===== config.mk =====
export PLATFORM = sky130hd
export DESIGN_NAME = vram_arbiter
export DESIGN_NICKNAME = d
export VERILOG_FILES = /design/src/rtl/vram_pkg.sv /design/src/rtl/vram_refresh_sched.sv /design/src/rtl/vram_arbiter.sv
export SDC_FILE = /design/constraint.sdc
export NUM_CORES = 1
export LEC_CHECK = 0
export CORE_MARGIN = 3
export CORE_UTILIZATION = 35
export DETAILED_ROUTE_END_ITERATION = 6
export PLACE_DENSITY = 0.74
export SLEW_MARGIN = 20
export SYNTH_ARGS = -nofsm -noshare
export SYNTH_HDL_FRONTEND = slang
export SYNTH_SLANG_ARGS = --single-unit
export TNS_END_PERCENT = 100

===== constraint.sdc =====
create_clock -name clk -period 2.04 [get_ports clk]
set_input_delay 0.204 -clock clk [delete_from_list [all_inputs] [get_ports clk]]
set_output_delay 0.204 -clock clk [all_outputs]
set_load 0.01 [all_outputs]

===== src/rtl/vram_pkg.sv =====
// Shared definitions for the VRAM command-port arbiter.
//   arb_state_t         : arbiter FSM states
//   arb_src_t           : granted source (VDP port, aux port, refresh)
//   VRAM_LANE_BIT       : byte-address bit that selects the 16-bit word lane
//   REFRESH_PENDING_MAX : saturation value of the outstanding-refresh count
//   lane_wdm()          : byte-lane enable pair for a given lane select
package vram_pkg;

    typedef enum logic [2:0] {
        ST_IDLE,
        ST_CMD,
        ST_WAIT_BUSY,
        ST_WAIT_DONE,
        ST_ACK
    } arb_state_t;

    typedef enum logic [1:0] {
        SRC_VDP,
        SRC_AUX,
        SRC_REF
    } arb_src_t;

    localparam int         VRAM_LANE_BIT       = 16;
    localparam logic [2:0] REFRESH_PENDING_MAX = 3'd7;

    // Lane 0 (low byte) is enabled as {1,0}... i.e. bit0 set when lane=0 is
    // masked off: mc_wdm = {~lane, lane}.
    function automatic logic [1:0] lane_wdm(input logic lane);
        lane_wdm = {~lane, lane};
    endfunction

endpackage


===== src/rtl/vram_refresh_sched.sv =====
// Periodic refresh scheduler for the VRAM arbiter.
// An interval counter runs 0..REFRESH_INTERVAL-1 and wraps; every wrap adds one
// outstanding refresh (saturating at 7). Each completed refresh removes one.
// Ports:
//   clk, reset_n       : clock, synchronous active-low reset
//   refresh_done       : one-cycle pulse when the arbiter finishes a refresh
//   refresh_pending[2:0]: number of outstanding refreshes
//   refresh_urgent     : two or more refreshes outstanding
module vram_refresh_sched
    import vram_pkg::*;
#(
    parameter int REFRESH_INTERVAL = 842
) (
    input  logic       clk,
    input  logic       reset_n,
    input  logic       refresh_done,
    output logic [2:0] refresh_pending,
    output logic       refresh_urgent
);

    localparam int               CNT_W    = (REFRESH_INTERVAL > 1) ? $clog2(REFRESH_INTERVAL) : 1;
    localparam logic [CNT_W-1:0] CNT_LAST = CNT_W'(REFRESH_INTERVAL - 1);

    logic [CNT_W-1:0] cnt;
    logic             wrap;

    assign wrap = (cnt == CNT_LAST);

    always_ff @(posedge clk) begin
        if (!reset_n) begin
            cnt <= '0;
        end else if (wrap) begin
            cnt <= '0;
        end else begin
            cnt <= cnt + CNT_W'(1);
        end
    end

    // A wrap and a completed refresh in the same cycle cancel out, even when
    // the count is saturated.
    always_ff @(posedge clk) begin
        if (!reset_n) begin
            refresh_pending <= 3'd0;
        end else if (wrap && refresh_done) begin
            refresh_pending <= refresh_pending;
        end else if (wrap && (refresh_pending != REFRESH_PENDING_MAX)) begin
            refresh_pending <= refresh_pending + 3'd1;
        end else if (refresh_done && (refresh_pending != 3'd0)) begin
            refresh_pending <= refresh_pending - 3'd1;
        end
    end

    assign refresh_urgent = (refresh_pending >= 3'd2);

endmodule


===== src/rtl/vram_arbiter.sv =====
// Arbiter for the single SDRAM memory-controller command port behind VDP VRAM.
// Sources: VDP port, auxiliary port (debug/DMA) and periodic refresh.
// Byte addresses are 17 bits; bit 16 picks the byte lane inside a 16-bit word.
//
// Build option: VRAM_ARB_AUX_EN -- when defined the aux port takes part in
// arbitration; otherwise aux_req is ignored and aux_ack/aux_dout are tied 0.
//
// Ports:
//   clk, reset_n                  : SDRAM-domain clock, synchronous active-low reset
//   vdp_req/we/addr/din, vdp_dout/ack : VDP access port
//   aux_req/we/addr/din, aux_dout/ack : auxiliary access port
//   mc_read/mc_write/mc_refresh   : one-cycle command pulses to the controller
//   mc_addr/mc_din/mc_wdm         : command address, replicated write data, lane mask
//   mc_dout, mc_busy              : controller read data and busy flag
//   refresh_pending               : outstanding refresh count
//   timeout_err                   : sticky, controller never went busy after a command
//
// Handshake: a port raises *_req (level) with we/addr/din valid and holds it
// until it sees *_ack high for one cycle; the arbiter latches the request at
// grant, so inputs may change afterwards. *_dout is valid while *_ack is high
// and holds until the next completed read. A req still high in the cycle after
// ack is taken as a new request.
module vram_arbiter
    import vram_pkg::*;
#(
    parameter int ADDR_W           = 21,
    parameter int REFRESH_INTERVAL = 842,
    parameter int BUSY_TIMEOUT     = 15
) (
    input  logic              clk,
    input  logic              reset_n,
    input  logic              vdp_req,
    input  logic              vdp_we,
    input  logic [16:0]       vdp_addr,
    input  logic [7:0]        vdp_din,
    output logic [7:0]        vdp_dout,
    output logic              vdp_ack,
    input  logic              aux_req,
    input  logic              aux_we,
    input  logic [16:0]       aux_addr,
    input  logic [7:0]        aux_din,
    output logic [7:0]        aux_dout,
    output logic              aux_ack,
    output logic              mc_read,
    output logic              mc_write,
    output logic              mc_refresh,
    output logic [ADDR_W-1:0] mc_addr,
    output logic [15:0]       mc_din,
    output logic [1:0]        mc_wdm,
    input  logic [15:0]       mc_dout,
    input  logic              mc_busy,
    output logic [2:0]        refresh_pending,
    output logic              timeout_err
);

    localparam int               TMO_W    = $clog2(BUSY_TIMEOUT + 1);
    localparam logic [TMO_W-1:0] TMO_LAST = TMO_W'(BUSY_TIMEOUT - 1);

    // FSM state is kept as a named signal so checkers can bind to it.
    arb_state_t state, state_next;

    arb_src_t   src, grant_src;
    logic       grant;
    logic       we_q, lane_q;
    logic [TMO_W-1:0] tmo_cnt;
    logic       refresh_urgent, refresh_done;
    logic [7:0] vdp_dout_q;
    logic [7:0] rd_byte;

    logic        sel_we;
    logic [16:0] sel_addr;
    logic [7:0]  sel_din;

    vram_refresh_sched #(
        .REFRESH_INTERVAL(REFRESH_INTERVAL)
    ) u_refresh_sched (
        .clk            (clk),
        .reset_n        (reset_n),
        .refresh_done   (refresh_done),
        .refresh_pending(refresh_pending),
        .refresh_urgent (refresh_urgent)
    );

    // Grant decision, only meaningful in IDLE. An urgent refresh outranks the
    // VDP; a single pending refresh only outranks the aux port.
    always_comb begin
        grant     = 1'b0;
        grant_src = SRC_VDP;
        if (!mc_busy) begin
            if (refresh_urgent) begin
                grant     = 1'b1;
                grant_src = SRC_REF;
            end else if (vdp_req) begin
                grant     = 1'b1;
                grant_src = SRC_VDP;
            end else if (refresh_pending != 3'd0) begin
                grant     = 1'b1;
                grant_src = SRC_REF;
            end
`ifdef VRAM_ARB_AUX_EN
            else if (aux_req) begin
                grant     = 1'b1;
                grant_src = SRC_AUX;
            end
`endif
        end
    end

    // Request fields of the port being granted.
    always_comb begin
        sel_we   = vdp_we;
        sel_addr = vdp_addr;
        sel_din  = vdp_din;
`ifdef VRAM_ARB_AUX_EN
        if (grant_src == SRC_AUX) begin
            sel_we   = aux_we;
            sel_addr = aux_addr;
            sel_din  = aux_din;
        end
`endif
    end

    always_ff @(posedge clk) begin
        if (!reset_n) begin
            state <= ST_IDLE;
        end else begin
            state <= state_next;
        end
    end

    always_comb begin
        state_next = state;
        case (state)
            ST_IDLE:      if (grant) state_next = ST_CMD;
            ST_CMD:       state_next = ST_WAIT_BUSY;
            ST_WAIT_BUSY: begin
                if (mc_busy) begin
                    state_next = ST_WAIT_DONE;
                end else if (tmo_cnt == TMO_LAST) begin
                    state_next = ST_ACK;
                end
            end
            ST_WAIT_DONE: if (!mc_busy) state_next = ST_ACK;
            ST_ACK:       state_next = ST_IDLE;
            default:      state_next = ST_IDLE;
        endcase
    end

    assign rd_byte = lane_q ? mc_dout[15:8] : mc_dout[7:0];

`ifdef VRAM_ARB_AUX_EN
    logic [7:0] aux_dout_q;
`endif

    always_ff @(posedge clk) begin
        if (!reset_n) begin
            src         <= SRC_VDP;
            we_q        <= 1'b0;
            lane_q      <= 1'b0;
            mc_addr     <= '0;
            mc_din      <= '0;
            mc_wdm      <= '0;
            tmo_cnt     <= '0;
            timeout_err <= 1'b0;
            vdp_dout_q  <= '0;
`ifdef VRAM_ARB_AUX_EN
            aux_dout_q  <= '0;
`endif
        end else begin
            if ((state == ST_IDLE) && grant) begin
                src <= grant_src;
                if (grant_src == SRC_REF) begin
                    we_q    <= 1'b0;
                    lane_q  <= 1'b0;
                    mc_addr <= '0;
                    mc_din  <= '0;
                    mc_wdm  <= '0;
                end else begin
                    we_q    <= sel_we;
                    lane_q  <= sel_addr[VRAM_LANE_BIT];
                    mc_addr <= ADDR_W'(sel_addr[15:0]);
                    mc_din  <= {sel_din, sel_din};
                    mc_wdm  <= lane_wdm(sel_addr[VRAM_LANE_BIT]);
                end
            end

            if (state == ST_CMD) begin
                tmo_cnt <= '0;
            end else if ((state == ST_WAIT_BUSY) && !mc_busy) begin
                tmo_cnt <= tmo_cnt + TMO_W'(1);
            end

            if ((state == ST_WAIT_BUSY) && !mc_busy && (tmo_cnt == TMO_LAST)) begin
                timeout_err <= 1'b1;
            end

            // Read data is captured on the busy-fall edge only; writes and
            // timed-out commands leave the port's dout untouched.
            if ((state == ST_WAIT_DONE) && !mc_busy && !we_q) begin
                if (src == SRC_VDP) begin
                    vdp_dout_q <= rd_byte;
                end
`ifdef VRAM_ARB_AUX_EN
                if (src == SRC_AUX) begin
                    aux_dout_q <= rd_byte;
                end
`endif
            end
        end
    end

    assign mc_read      = (state == ST_CMD) && (src != SRC_REF) && !we_q;
    assign mc_write     = (state == ST_CMD) && (src != SRC_REF) && we_q;
    assign mc_refresh   = (state == ST_CMD) && (src == SRC_REF);
    assign vdp_ack      = (state == ST_ACK) && (src == SRC_VDP);
    assign refresh_done = (state == ST_ACK) && (src == SRC_REF);
    assign vdp_dout     = vdp_dout_q;

`ifdef VRAM_ARB_AUX_EN
    assign aux_ack  = (state == ST_ACK) && (src == SRC_AUX);
    assign aux_dout = aux_dout_q;
`else
    logic aux_unused;
    assign aux_unused = ^{aux_req, aux_we, aux_addr, aux_din};
    assign aux_ack    = 1'b0;
    assign aux_dout   = 8'h00;
`endif

endmodule


==> impl_metrics.yaml, run 1 <==
run_status:
  status: "complete, no violations"
min_path:
  whs_path_depth: 1
  whs_endpoint: "u_refresh_sched.cnt[0]"
  hp-class: "reg2reg"
  min-delay-start: "u_refresh_sched.cnt[0]"
clocking:
  cts_buffers: 9
  cts_setup_buffers: 0
  clockBufferDepth: 2
  clock_latency_ns: 0.33
  cts_tree: "done"
  cts_root_buf: "clkbuf_8"
  cts_sinks: 57
  cts.clk_slew.worst_paths_ns: 0.06
  h-tree-depth: 3
floorplan:
  die-height_um: 95.0
  dieArea_um2: 9020
  std_cell_rows: 31
  die_w_um: 95.0
  core_area_um2: 7450
  start_util: 0.372
  io_pins: 137
route:
  drtAntennaViolNets: 0
  route.vias.total: 2227
  first_pass_iters: 4
  totalWireLength_mm: 6.13
  drcViolationCount: 0
  via_per_inst: 4.69
  drtIter0Drc: 77
  routedWlPerCell_um: 12.9
synthesis:
  synth_ff_type: "dfxtp_1"
  synth_top_area_frac: 0.412
  ys_ff_latch: 57
  synth_area_per_cell_um2: 9.96
  synth-seq-area-share: 0.412
  synth_cells: 278
  yosys-top-cells-area: "dfxtp_1, a22oi_2, buf_4"
  yosys.area.top_type: "dfxtp_1"
  synth_edf_count: 0
  synth_common_cells: "dfxtp_1, nor2_1, buf_4, a22oi_2, nor2_2"
  ys_warn_count: 0
  syn_area_um2: 2770
  yosysMostFrequentCell: "dfxtp_1"
  synthArstFlopShare: 0
  synth_cell_types: 43
setup_path:
  cp.arrival_ns: 1.72
  worstSetupEndpointType: "primary output"
  r2r_end: "u_refresh_sched.refresh_pending[2]"
  cp_max_fo: 8
  critPathSlowestCell: "dfxtp_1"
  critPathLaunchType: "register"
  critical-path-max-stage-delay_ns: 0.38
  r2r_cells: 7
  required_ns: 1.84
  r2r-start: "u_refresh_sched.cnt[8]"
  worstSetupPathType: "reg2out"
  r2r_slack_ns: 0.26
  crit_chain: "nand2b_1 > or2_2 > nor3b_1 > dlygate4sd2_1"
layout:
  layout.cells.non_filler: 475
  seq_area_um2: 1140
  multiInputGateArea_um2: 1370
  drive_gt1_frac: 0.199
  area_growth_syn_to_layout_pct: 41.6
  finish.utilization: 0.527
  fill_cells: 686
  diodes: 0
  nets: 449
power_and_ir_drop:
  powerDensity_nw_per_um2: 711
  vdd_drop_max_uv: 426
  power_w: 0.00279
  p_leak_nw: 1.44
grt:
  grt_use_total: 0.134
  grt_max_degree: 35
  antenna_found_initial: 0
  overflow: 0
  grt_pass1_vias: 2110
  grt_pass1_wl_mm: 9.38
sta:
  period_minus_slack_ns: 1.92
  hold_viol: 0
  final.period_utilization: 0.941
  fin_ws_ns: 0.120
  rsz0062_at_grt: "no"
  slew_viol_final: 0
  fin_setup_tns_ns: 0
  skew_ns: 0.00658
  fmax_mhz: 521
  finalSetupViolCount: 0
placed_design:
  place_ws_ns: 0.168
  place_inst: 459
  port_buffers: 95
  place_congestion: 0.726
  dp_hpwl_mm: 4.46
flow_run:
  max_cap_viol_count: 0
worst max-delay path by stage:
stage / startpoint / to / cells after the start
final: state[1] / mc_write / 4
after global routing: state[1] / mc_write / 4
after CTS: state[1] / mc_write / 4
after detailed placement: mc_busy / mc_din[13] / 6
after global placement: mc_busy / mc_din[13] / 6
after floorplan: u_refresh_sched.cnt[2] / u_refresh_sched.refresh_pending[2] / 7
area by class of cell:
| type | instances | area share |
|---|---|---|
| multi-input cells | 193 | 0.349 |
| flip-flops and latches | 57 | 0.291 |
| clock inverters | 5 | 0.0198 |
| clock buffers | 11 | 0.0386 |
| repair buffers | 104 | 0.265 |
| well taps | 99 | 0.0316 |
| inverters | 6 | 0.00574 |
routing by layer:
| layer | up-vias | global-route usage | share of wire |
|---|---|---|---|
| li1 | 1113 | - | - |
| met1 | 1032 | 0.153 | 0.42 |
| met2 | 76 | 0.224 | 0.50 |
| met3 | 6 | 0.0566 | 0.078 |
| met4 | 0 | 0.0481 | 0.0091 |
| met5 | - | 0 | 0 |
cell families after synthesis:
group | count (synthesis) | share of synthesized area
AOI/OAI and AO/OA | 43 | 0.153
other | 1 | 0.00135
muxes | 14 | 0.0506
buffers and inverters | 41 | 0.112
DFF | 57 | 0.412
and+or+nand+nor | 106 | 0.214
xor gates and xnor gates | 11 | 0.0348
adders and majority gates | 5 | 0.0226
critical path, delay by kind of cell, from the launching register on:
family        cells  cell delay [ns]
simple gates      3             0.70
buf+inv           1             0.31
flops             1             0.38
cell usage in the layout (no fill, tap or decap), types with 3 or more instances in the layout:
| cell | instances |
|---|---|
| inv_1 | 5 |
| nor2b_1 | 3 |
| nand2b_1 | 4 |
| nand2_1 | 16 |
| a22oi_1 | 7 |
| xnor2_1 | 7 |
| xor2_1 | 4 |
| clkdlybuf4s50_1 | 92 |
| nor2_1 | 36 |
| nand3_1 | 4 |
| nor3_1 | 4 |
| ha_1 | 5 |
| clkbuf_8 | 11 |
| dfxtp_1 | 57 |
| mux2i_1 | 14 |
| buf_4 | 7 |
| nor2_2 | 20 |
| and3_1 | 3 |
| a211oi_1 | 8 |
| conb_1 | 14 |
| a22oi_2 | 20 |
| dlygate4sd2_1 | 3 |
state kept, by name, indices dropped and copies added (netlist names):
| name | cells |
|---|---|
| mc_addr | 16 |
| u_refresh_sched.cnt | 10 |
| mc_din | 8 |
| vdp_dout | 8 |
| tmo_cnt | 4 |
| state | 3 |
| u_refresh_sched.refresh_pending | 3 |
| mc_wdm | 2 |
| src | 1 |
| timeout_err | 1 |
| we_q | 1 |
per-stage QoR:
stage	hold WS, ns	instance area, µm²
after floorplan	0.347	2820
after global placement	0.464	3700
after detailed placement	0.470	3700
after CTS	0.485	3920
after global routing	0.500	3920
final	0.478	3920
repair_timing:
item                       CTS  global route
gates resized for setup      3             0
hold buffers                 0             0
setup endpoints to repair    3             0
report_power, final:
part           internal [W]  switching [W]  leakage [nW]
clock network      0.000750       0.000442         0.115
registers           0.00115      0.0000340         0.463
logic              0.000229       0.000182         0.860
Note: power is estimated with default switching activity, not from simulation.
==> run 2, diff against run 1 <==
--- a/config.mk
+++ b/config.mk
@@ -8,6 +8,7 @@
 export CORE_MARGIN = 3
 export CORE_UTILIZATION = 35
 export DETAILED_ROUTE_END_ITERATION = 6
+export MAX_ROUTING_LAYER = met4
 export PLACE_DENSITY = 0.74
 export SLEW_MARGIN = 20
 export SYNTH_ARGS = -nofsm -noshare
==> run 2 against run 1 <==
  * Global-route usage is 0.35 points higher
  * Total power is 0.18% lower
  * Largest cell class unchanged
  * Highest routed layer unchanged
  * Utilization stayed put
  * Clock skew hardly changed
  * Fmax hardly changed
==> impl_metrics.yaml, run 2 (synthesized netlist as in run 1, its figures left out) <==
placed_design:
  place_inst: 459
  place_ws_ns: 0.168
  dp_hpwl_mm: 4.46
  port_buffers: 95
  place_congestion: 0.735
setup_path:
  required_ns: 1.84
  crit_chain: "nand2b_1 > or2_2 > nor3b_1 > dlygate4sd2_1"
  critPathSlowestCell: "dfxtp_1"
  r2r_slack_ns: 0.26
  cp_max_fo: 8
  critical-path-max-stage-delay_ns: 0.38
  worstSetupEndpointType: "primary output"
  cp.arrival_ns: 1.72
  critPathLaunchType: "register"
  worstSetupPathType: "reg2out"
power_and_ir_drop:
  vdd_drop_max_uv: 418
  comb_power_share: 0.148
  seqPwrFrac: 0.426
  p_clk_frac: 0.426
  p_sw_w: 0.000653
  p_leak_nw: 1.44
  internal_power_w: 0.00213
  power_w: 0.00279
  netSwitchingFraction: 0.235
  powerDensity_nw_per_um2: 710
clocking:
  clock_latency_ns: 0.33
  cts_buffers: 9
  hold_buffers: 0
  cts_sinks: 57
  cts_tree: "done"
  cts_root_buf: "clkbuf_8"
  h-tree-depth: 3
  clockBufferDepth: 2
  cts.clk_slew.worst_paths_ns: 0.06
  post_cts_resized: 3
  cts_setup_buffers: 0
layout:
  layout_common_cells: "clkdlybuf4s50_1, dfxtp_1, nor2_1, a22oi_2, nor2_2"
  largest_reg_flops: 16
  drive_gt1_frac: 0.199
  final_common_cell: "clkdlybuf4s50_1"
  nets: 449
  multiInputGateArea_um2: 1370
  diodes: 0
  top_regs: "mc_addr: 16 flops, u_refresh_sched.cnt: 10 flops"
  top_register: "mc_addr"
  fill_cells: 686
  area_growth_syn_to_layout_pct: 41.6
  layout.cells.non_filler: 475
  seq_area_um2: 1140
grt:
  grt_pass1_wl_mm: 9.40
  grt_use_total: 0.138
  antenna_found_initial: 0
  grt_max_degree: 35
  grt_pass1_vias: 2108
  overflow: 0
sta:
  finalHoldWorstSlack_ns: 0.478
  final.period_utilization: 0.942
  finalSetupViolCount: 0
  fin_ws_ns: 0.119
  hold_viol: 0
  slew_viol_final: 0
  skew_ns: 0.00656
  rsz0062_at_grt: "no"
  period_minus_slack_ns: 1.92
  fmax_mhz: 521
  fin_setup_tns_ns: 0
route:
  first_pass_iters: 4
  routedWlPerCell_um: 12.9
  drtIter0Drc: 73
  via_per_inst: 4.68
  drcViolationCount: 0
  totalWireLength_mm: 6.11
  drtAntennaViolNets: 0
  route.vias.total: 2223
floorplan:
  die-height_um: 95.0
  io_pins: 137
  start_util: 0.372
  dieArea_um2: 9020
  std_cell_rows: 31
  core_area_um2: 7450
  die_w_um: 95.0
run_status:
  status: "complete, no violations"
min_path:
  hp-class: "reg2reg"
flow_run:
  max_cap_viol_count: 0
## run 2: final cells by class
type | instances | share of cell area
inverters | 6 | 0.00574
well taps | 99 | 0.0316
multi-input cells | 193 | 0.349
flip-flops and latches | 57 | 0.291
clock inverters | 5 | 0.0198
repair buffers | 104 | 0.265
clock buffers | 11 | 0.0386
## run 2: path summary, 6_finish.rpt
kind              depth (start not counted)                                 end                   start
setup reg to reg                          7  u_refresh_sched.refresh_pending[2]  u_refresh_sched.cnt[8]
setup / recovery                          4                            mc_write                state[1]
hold reg to reg                           1              u_refresh_sched.cnt[0]  u_refresh_sched.cnt[0]
hold / removal                            1              u_refresh_sched.cnt[0]  u_refresh_sched.cnt[0]
## run 2: power by group through the flow
stage	logic, W	clock network, W	registers, W
CTS	0.000418	0.00122	0.00119
global placement	0.000411	0	0.00121
detailed placement	0.000417	0	0.00121
finish	0.000411	0.00119	0.00119
global route	0.000447	0.00128	0.00119
floorplan	0.000239	0	0.00122
## run 2: worst max-delay path, delay by kind of cell, from the launching register on
family                 cells  cell delay [ns]
buffers and inverters      1             0.31
flip-flops                 1             0.38
AND/OR/NAND/NOR            3             0.70
## run 2: layer usage
layer	track usage	up-vias	wire length [µm]
li1	-	1114	-
met4	0.0481	0	76
met2	0.224	72	3040
met5	-	-	0
met3	0.0454	7	370
met1	0.158	1030	2620
## run 2: per-stage QoR
stage / utilization / instance area [µm²]
after floorplan: - / 2820
after global placement: 0.497 / 3700
after detailed placement: 0.497 / 3700
after CTS: 0.527 / 3920
after global routing: 0.527 / 3920
final: 0.527 / 3920
==> run 3, diff against run 2 <==
==> constraint.sdc (replaced) <==
create_clock -name clk -period 2.3 [get_ports clk]
set_input_delay 0.23 -clock clk [delete_from_list [all_inputs] [get_ports clk]]
set_output_delay 0.23 -clock clk [all_outputs]
set_load 0.01 [all_outputs]
==> run 3 against run 2 <==
  * Wire length rose by 0.31%
  * Largest power group is now the clock network
  * Worst hold slack improved by 0.0031 ns
  * Die area did not move
  * Global-route usage rose by 0.58 points
==> impl_metrics.yaml, run 3 (synthesized netlist as in run 1, its figures left out) <==
setup_path:
  critPathLaunchType: "register"
  crit_path_start: "state[1]"
  cp.arrival_ns: 1.90
  worstSetupEndpointType: "primary output"
  r2r_end: "u_refresh_sched.refresh_pending[2]"
  crit_end: "mc_read"
  cp_max_fo: 8
  r2r-start: "u_refresh_sched.cnt[2]"
  r2r_slack_ns: 0.43
  required_ns: 2.07
  worstSetupPathType: "reg2out"
  r2r_cells: 7
sta:
  slew_viol_final: 0
  period_minus_slack_ns: 2.13
  skew_ns: 0.00506
  final.period_utilization: 0.925
  fin_setup_tns_ns: 0
  rsz0062_at_grt: "no"
  hold_viol: 0
  finalSetupViolCount: 0
  finalHoldWorstSlack_ns: 0.481
  fin_ws_ns: 0.173
  fmax_mhz: 470
clocking:
  cts.clk_slew.worst_paths_ns: 0.06
  h-tree-depth: 3
  cts_buffers: 9
  cts_sinks: 57
  clockBufferDepth: 2
  clock_latency_ns: 0.33
  cts_root_buf: "clkbuf_8"
  hold_buffers: 0
  cts_tree: "done"
flow_run:
  max_cap_viol_count: 0
floorplan:
  io_pins: 137
  start_util: 0.372
  core_area_um2: 7450
  die_w_um: 95.0
  std_cell_rows: 31
  die-height_um: 95.0
  dieArea_um2: 9020
grt:
  antenna_found_initial: 0
  grt_use_total: 0.143
  grt_pass1_wl_mm: 9.67
  grt_pass1_vias: 2072
  overflow: 0
  grt_max_degree: 35
route:
  drtIter0Drc: 61
  drcViolationCount: 0
  drtAntennaViolNets: 0
  route.vias.total: 2200
  first_pass_iters: 4
  totalWireLength_mm: 6.13
  routedWlPerCell_um: 13.0
  via_per_inst: 4.67
layout:
  area_growth_syn_to_layout_pct: 40.4
  final_common_cell: "clkdlybuf4s50_1"
  largest_reg_flops: 16
  layout_common_cells: "clkdlybuf4s50_1, dfxtp_1, nor2_1, a22oi_2, nor2_2"
  top_regs: "mc_addr: 16 flops, u_refresh_sched.cnt: 10 flops"
  drive_gt1_frac: 0.194
  final_area_um2: 3890
  layout.cells.non_filler: 471
  diodes: 0
  top_register: "mc_addr"
  nets: 445
placed_design:
  place_inst: 455
  port_buffers: 95
  place_congestion: 0.718
  dp_hpwl_mm: 4.41
  place_ws_ns: 0.386
  postPlaceCellArea_um2: 3640
power_and_ir_drop:
  vdd_drop_max_uv: 532
  powerDensity_nw_per_um2: 655
  p_leak_nw: 1.42
run_status:
  status: "complete, no violations"
min_path:
  hp-class: "reg2reg"
run 3: cell types whose count changed in the layout (fill, tap and decap cells not counted), sizes merged:
cell / previous run / this run
clkinv: 3 / 4
clkinvlp: 1 / 0
clkbuf: 11 / 10
bufinv: 2 / 3
clkdlybuf4s50: 92 / 94
buf: 9 / 5
dlygate4sd2: 3 / 0
dlymetal6s2s: 0 / 1
run 3: how the worst min path moves through the flow:
stage | cells past startpoint | from | slack [ns] | to
finish | 1 | u_refresh_sched.cnt[0] | 0.48 | u_refresh_sched.cnt[0]
global route | 3 | vdp_addr[0] | 0.51 | mc_addr[0]
floorplan | 2 | mc_busy | 0.37 | state[0]
detailed placement | 1 | u_refresh_sched.cnt[0] | 0.47 | u_refresh_sched.cnt[0]
global placement | 1 | u_refresh_sched.cnt[0] | 0.46 | u_refresh_sched.cnt[0]
CTS | 1 | u_refresh_sched.cnt[0] | 0.49 | u_refresh_sched.cnt[0]
run 3: area by class of cell:
| class | instances | area [µm²] |
|---|---|---|
| multi-input cells | 193 | 1370 |
| well taps | 99 | 124 |
| clock inverters | 6 | 105 |
| clock buffers | 10 | 138 |
| fillers | 698 | 3560 |
| repair buffers | 100 | 991 |
| inverters | 6 | 22.5 |
| flip-flops and latches | 57 | 1140 |
run 3: layer usage:
metal	GRT usage	part of all wire
met1	0.160	0.42
met2	0.235	0.51
met3	0.0645	0.069
met4	0.0325	0.0023
met5	-	0
run 3: critical path: stages (launching register included):
cell             delay (ns)
dfxtp_1                0.38
nand2b_1               0.18
or2_2                  0.31
nor3_1                 0.13
clkdlybuf4s50_1        0.57
run 3: stage by stage:
stage,total power [W],util
after floorplan,0.00130,-
after global placement,0.00143,0.489
after detailed placement,0.00143,0.489
after CTS,0.00259,0.522
after global routing,0.00268,0.522
final,0.00255,0.522
run 3: what timing repair did:
item                                   CTS  global route
endpoints found under the hold margin    0             0
buffers inserted                         0             0
setup endpoints to repair                1             1
pin swaps                                0             0
gates resized for setup                  1             1
run 3: power by group:
part | internal, W | switching [W]
registers | 0.00102 | 0.0000325
logic | 0.000195 | 0.000156
clock network | 0.000743 | 0.000396
==> RTL edit 1 (config.mk and constraints of run 1) <==
Encoding of `arb_src_t`: now one-hot (3 bits for 3 values).
--- a/src/rtl/vram_pkg.sv
+++ b/src/rtl/vram_pkg.sv
@@ -15,8 +15,8 @@
     } arb_state_t;
 
-    typedef enum logic [1:0] {
-        SRC_VDP,
-        SRC_AUX,
-        SRC_REF
+    typedef enum logic [2:0] {
+        SRC_VDP = 3'b001,
+        SRC_AUX = 3'b010,
+        SRC_REF = 3'b100
     } arb_src_t;
 
Behaviour: same outputs for any inputs over 10 cycles, from zero or initial values and one cycle with reset_n low; not proved beyond that.
==> RTL edit 1 against run 1 <==
  * First-iteration DRC count grew 19%
  * Sequential cell count grew 1
  * Area after synthesis shrank 4.7%
  * Die area is 4.4% lower
  * Non-clock buffer count increased by 6
  * Worst setup slack got worse by 0.030 ns
  * Power shrank 5.7%
  * Routed wire length decreased by 2.2%
  * Design area down 1.2%
  * Register-to-register slack worse by 0.17 ns
  * Critical endpoint is now u_refresh_sched.refresh_pending[2]$_SDFFE_PN0P_
==> RTL edit 1: results (changes against run 1) <==
- Power share of the sequential group: 45.8% (was 42.6%)
- Overall Global Routing Usage: 14.0% (was 13.4%)
- The routability-driven placement congestion ratio was 0.795 (was 0.726).
* Number of global-route vias before repair: 2165 (was 2110)
- Final Routed Wirelength: 6000 um (was 6130 um)
- Peak per-stage delay on the critical path: 0.41 ns (was 0.38 ns)
- Clock power frac: 40.4% (was 42.7%)
* CP Data Arrival Time: 2.17 ns (was 1.72 ns)
* Placed wire-length estimate: 4440 um (was 4460 um)
* 1st-iter DRT viols: 92 (was 77)
- Nets@finish: 465 (was 449)
- The worst setup timing slack at the placement stage came to 0.00679 ns (was 0.168 ns).
- Standard cell with the maximum stage delay on the critical path: or3b_4 (was dfxtp_1)
- Adder-Cell Fraction of Synth Area: 2.37% (was 2.26%)
- Peak supply drop: 0.508 mV (was 0.426 mV)
* Leakage power: 1.49 nW (was 1.44 nW)
- Top post-synthesis cells by count: 58 x dfxtp_1, 31 x nor2b_1, 27 x a22oi_1 (was 57 x dfxtp_1, 36 x nor2_1, 25 x buf_4).
- Post-synthesis sequential area ratio: 44.0% (was 41.2%)
- Hold Path Cell Cnt: 2 (was 1)
* Setup crit end: u_refresh_sched.refresh_pending[2]$_SDFFE_PN0P_ (was mc_write)
- The fraction of met2 tracks used by global routing is 22.4% (about the same).
- Reg2reg setup slack: 0.09 ns (was 0.26 ns)
* Wire length of the first global-routing pass: 9740 um (was 9380 um)
- The class of the most critical setup path is reg -> reg (was reg -> out).
- Met3 track demand over resource in global routing: 7.15% (was 5.66%)
- Met1 layer wirelength in the final routing: 2620 um (was 2550 um)
- Most area-consuming cells after synthesis: dfxtp_1 44%, a22oi_1 7.7%, nor2b_1 7.3%, buf_4 6.5%, mux2i_1 4.5% (was dfxtp_1 41%, a22oi_2 9.0%, buf_4 6.8%, mux2i_1 5.1%, nor2_1 4.9%)
- Grt met1 use: 16.4% (was 15.3%)
- The xor and xnor area share after synthesis was 3.98% (was 3.48%).
- The worst hold margin was 0.508 ns (was 0.478 ns).
* Pin count of the biggest net entering global routing: 30 (was 35)
* Status: completed (unchanged)
==> RTL edit 1: cell types whose count changed after synthesis, moves of 8 or more <==
cell,change
o21ai_0,+10
nor2_2,-20
nand3_1,+8
clkbuf_1,+9
nor2_1,-13
a22oi_2,-20
nor2b_1,+28
and2_1,+9
a22oi_1,+20
==> RTL edit 1: repair_timing <==
action	in CTS	in global routing
hold endpoints to repair	0	0
pin swaps	0	5
setup buffers	0	1
gates resized for setup	3	10
endpoints found under the setup margin	3	6
==> RTL edit 1: cell type report <==
| cell class | count | area [sq um] | area share [%] |
|---|---|---|---|
| Clock buffer | 11 | 151 | 3.91 |
| Clock inverter | 5 | 52.6 | 1.36 |
| Inverter | 3 | 11.3 | 0.291 |
| Multi-Input combinational cell | 205 | 1310 | 33.7 |
| Sequential cell | 58 | 1160 | 30.1 |
| Tap cell | 99 | 124 | 3.20 |
| Timing Repair Buffer | 110 | 1070 | 27.5 |
==> RTL edit 2 (flow settings as in run 1) <==
Made on the original files. Change the parameter `BUSY_TIMEOUT` from 15 to 14.
--- a/src/rtl/vram_arbiter.sv
+++ b/src/rtl/vram_arbiter.sv
@@ -26,5 +26,5 @@
     parameter int ADDR_W           = 21,
     parameter int REFRESH_INTERVAL = 842,
-    parameter int BUSY_TIMEOUT     = 15
+    parameter int BUSY_TIMEOUT     = 14
 ) (
     input  logic              clk,
Function: same outputs for any inputs over 10 cycles, from zero or initial values and one cycle with reset_n low; that may be too few to reach the edited logic, so the function may still have changed.
==> RTL edit 2 against run 1 <==
  * Critical path depth stayed put
  * Sequential cell count is the same
  * First-iteration DRC count down 32%
  * Register-to-register slack worse by 0.04 ns
  * Global-route usage up 0.97 points
  * Power fell by 0.37%
  * Area after synthesis is 1.1% lower
  * Maximum frequency is 0.56% higher
  * Clock skew increased by 0.0020 ns
  * Worst setup slack better by 0.011 ns
  * Design area barely moved
  * Routed wire length rose by 1.5%
==> RTL edit 2: results (changes against run 1) <==
- CP Data Arrival Time: 1.70 ns (was 1.72 ns)
* Layout cells sized above 1: 16.9% (was 19.9%)
* Most area-consuming cells after synthesis: dfxtp_1 42%, a22oi_2 8.7%, nor2_1 7.8%, buf_4 6.6%, mux2i_1 5.1% (was dfxtp_1 41%, a22oi_2 9.0%, buf_4 6.8%, mux2i_1 5.1%, nor2_1 4.9%)
- The register-to-register setup slack was 0.22 ns (was 0.26 ns).
- The via count is 2216 (was 2227).
- Tmin final: 1.91 ns (was 1.92 ns)
- Family with the most delay on the worst path: buffers and inverters (was simple AND/OR/NAND/NOR gates)
* Filler cell count in the final layout: 658 (was 686)
- Post-Route Skew: 0.00861 ns (was 0.00658 ns)
- The adder and majority gate portion of the synthesized area was 2.28% (was 2.26%).
- Post-synth cell types: 40 (was 43)
* Cell area reported after detailed placement: 3690 sq um (was 3700 sq um)
- The slowest library cell on the worst path is clkdlybuf4s50_1 (was dfxtp_1).
* Synthesized-area fraction occupied by xor and xnor cells: 3.52% (was 3.48%)
- Placement-stage worst setup slack: 0.275 ns (was 0.168 ns)
* Synthesized-area fraction occupied by ao, oa, aoi and oai cells: 16.1% (was 15.3%)
- The global-route wire length before repair was 10000 um (was 9380 um).
- The routability-driven placement congestion ratio came to 0.799 (was 0.726).
- Pin count of the biggest net entering global routing: 32 (was 35)
- Top post-synthesis cells by count: 57 x dfxtp_1, 57 x nor2_1, 24 x buf_4 (was 57 x dfxtp_1, 36 x nor2_1, 25 x buf_4)
- Nets@finish: 446 (was 449)
* Peak supply drop: 0.363 mV (was 0.426 mV)
- Mux cell area share after synthesis: 5.12% (was 5.06%)
- The number of instances on the worst hold path is 2 (was 1).
* Startpoint of the worst hold path: mc_wdm[1]$_SDFFE_PN0P_ (was u_refresh_sched.cnt[0]$_SDFF_PP0_)
- The number of DRC markers after the initial detailed-route iteration came to 52 (was 77).
- The part of the Yosys area used for sequential elements is 41.7% (was 41.2%).
- The proportion of total power due to net switching came to 25.2% (was 23.6%).
- The endpoint of the worst hold-timing path was mc_wdm[1]$_SDFFE_PN0P_ (was u_refresh_sched.cnt[0]$_SDFF_PP0_).
- Status: completed (unchanged).
- The total routing resource utilization after global routing is 14.4% (was 13.4%).
- The routed wirelength normalized by instance count came to 13.2 um (was 12.9 um).
- The total placed cells including tap cells is 456 (was 459).
- Setup crit end: mc_read (was mc_write)
-- RTL edit 2: layer usage --
| metal | GRT usage (%) | vias up | wire (um) |
|---|---|---|---|
| met4 | 8.17 | 0 | 155 |
| met2 | 23.8 | 71 | 3070 |
| met3 | 3.82 | 11 | 412 |
| met1 | 16.8 | 1026 | 2580 |
| li1 | - | 1108 | - |
| met5 | 0 | - | 0 |
-- RTL edit 2: stage by stage --
step | total power (W) | util (%)
final | 0.00278 | 52.9
after global placement | 0.00162 | 49.8
after detailed placement | 0.00162 | 49.8
after floorplan | 0.00145 | -
after CTS | 0.00284 | 52.9
after global routing | 0.00291 | 52.9
-- RTL edit 2: area by class of cell --
class                      count  area (sq um)  share of cell area, %
clock buffer                   9           124                   3.16
clock inverter                 7           103                   2.62
inverter                       4          15.0                  0.383
multi-input combinational    194          1360                   34.6
sequential                    57          1140                   29.2
tap                           99           124                   3.16
timing repair buffer         102          1060                   26.9
-- RTL edit 2: logic make-up (layout without fill, tap and decap cells) --
| logic type | count (synthesis) | count (layout) |
|---|---|---|
| and+or+nand+nor | 109 | 109 |
| DFF | 57 | 57 |
| AOI/OAI and AO/OA | 41 | 41 |
| buffers and inverters | 40 | 122 |
| muxes | 14 | 14 |
| xor gates and xnor gates | 11 | 11 |
| adders and majority gates | 5 | 5 |
| other | 1 | 14 |
-- RTL edit 2: power by group through the flow --
stage | Clock [W] | Sequential (W) | Combinational, W
detailed placement | 0 | 0.00122 | 0.000407
global placement | 0 | 0.00121 | 0.000402
CTS | 0.00124 | 0.00119 | 0.000408
global route | 0.00127 | 0.00120 | 0.000436
floorplan | 0 | 0.00122 | 0.000223
finish | 0.00119 | 0.00119 | 0.000402
-- RTL edit 2: timing repair --
item | in CTS | in global routing
endpoints found under the setup margin | 1 | 1
gates resized for setup | 1 | 2
pin swaps | 0 | 0
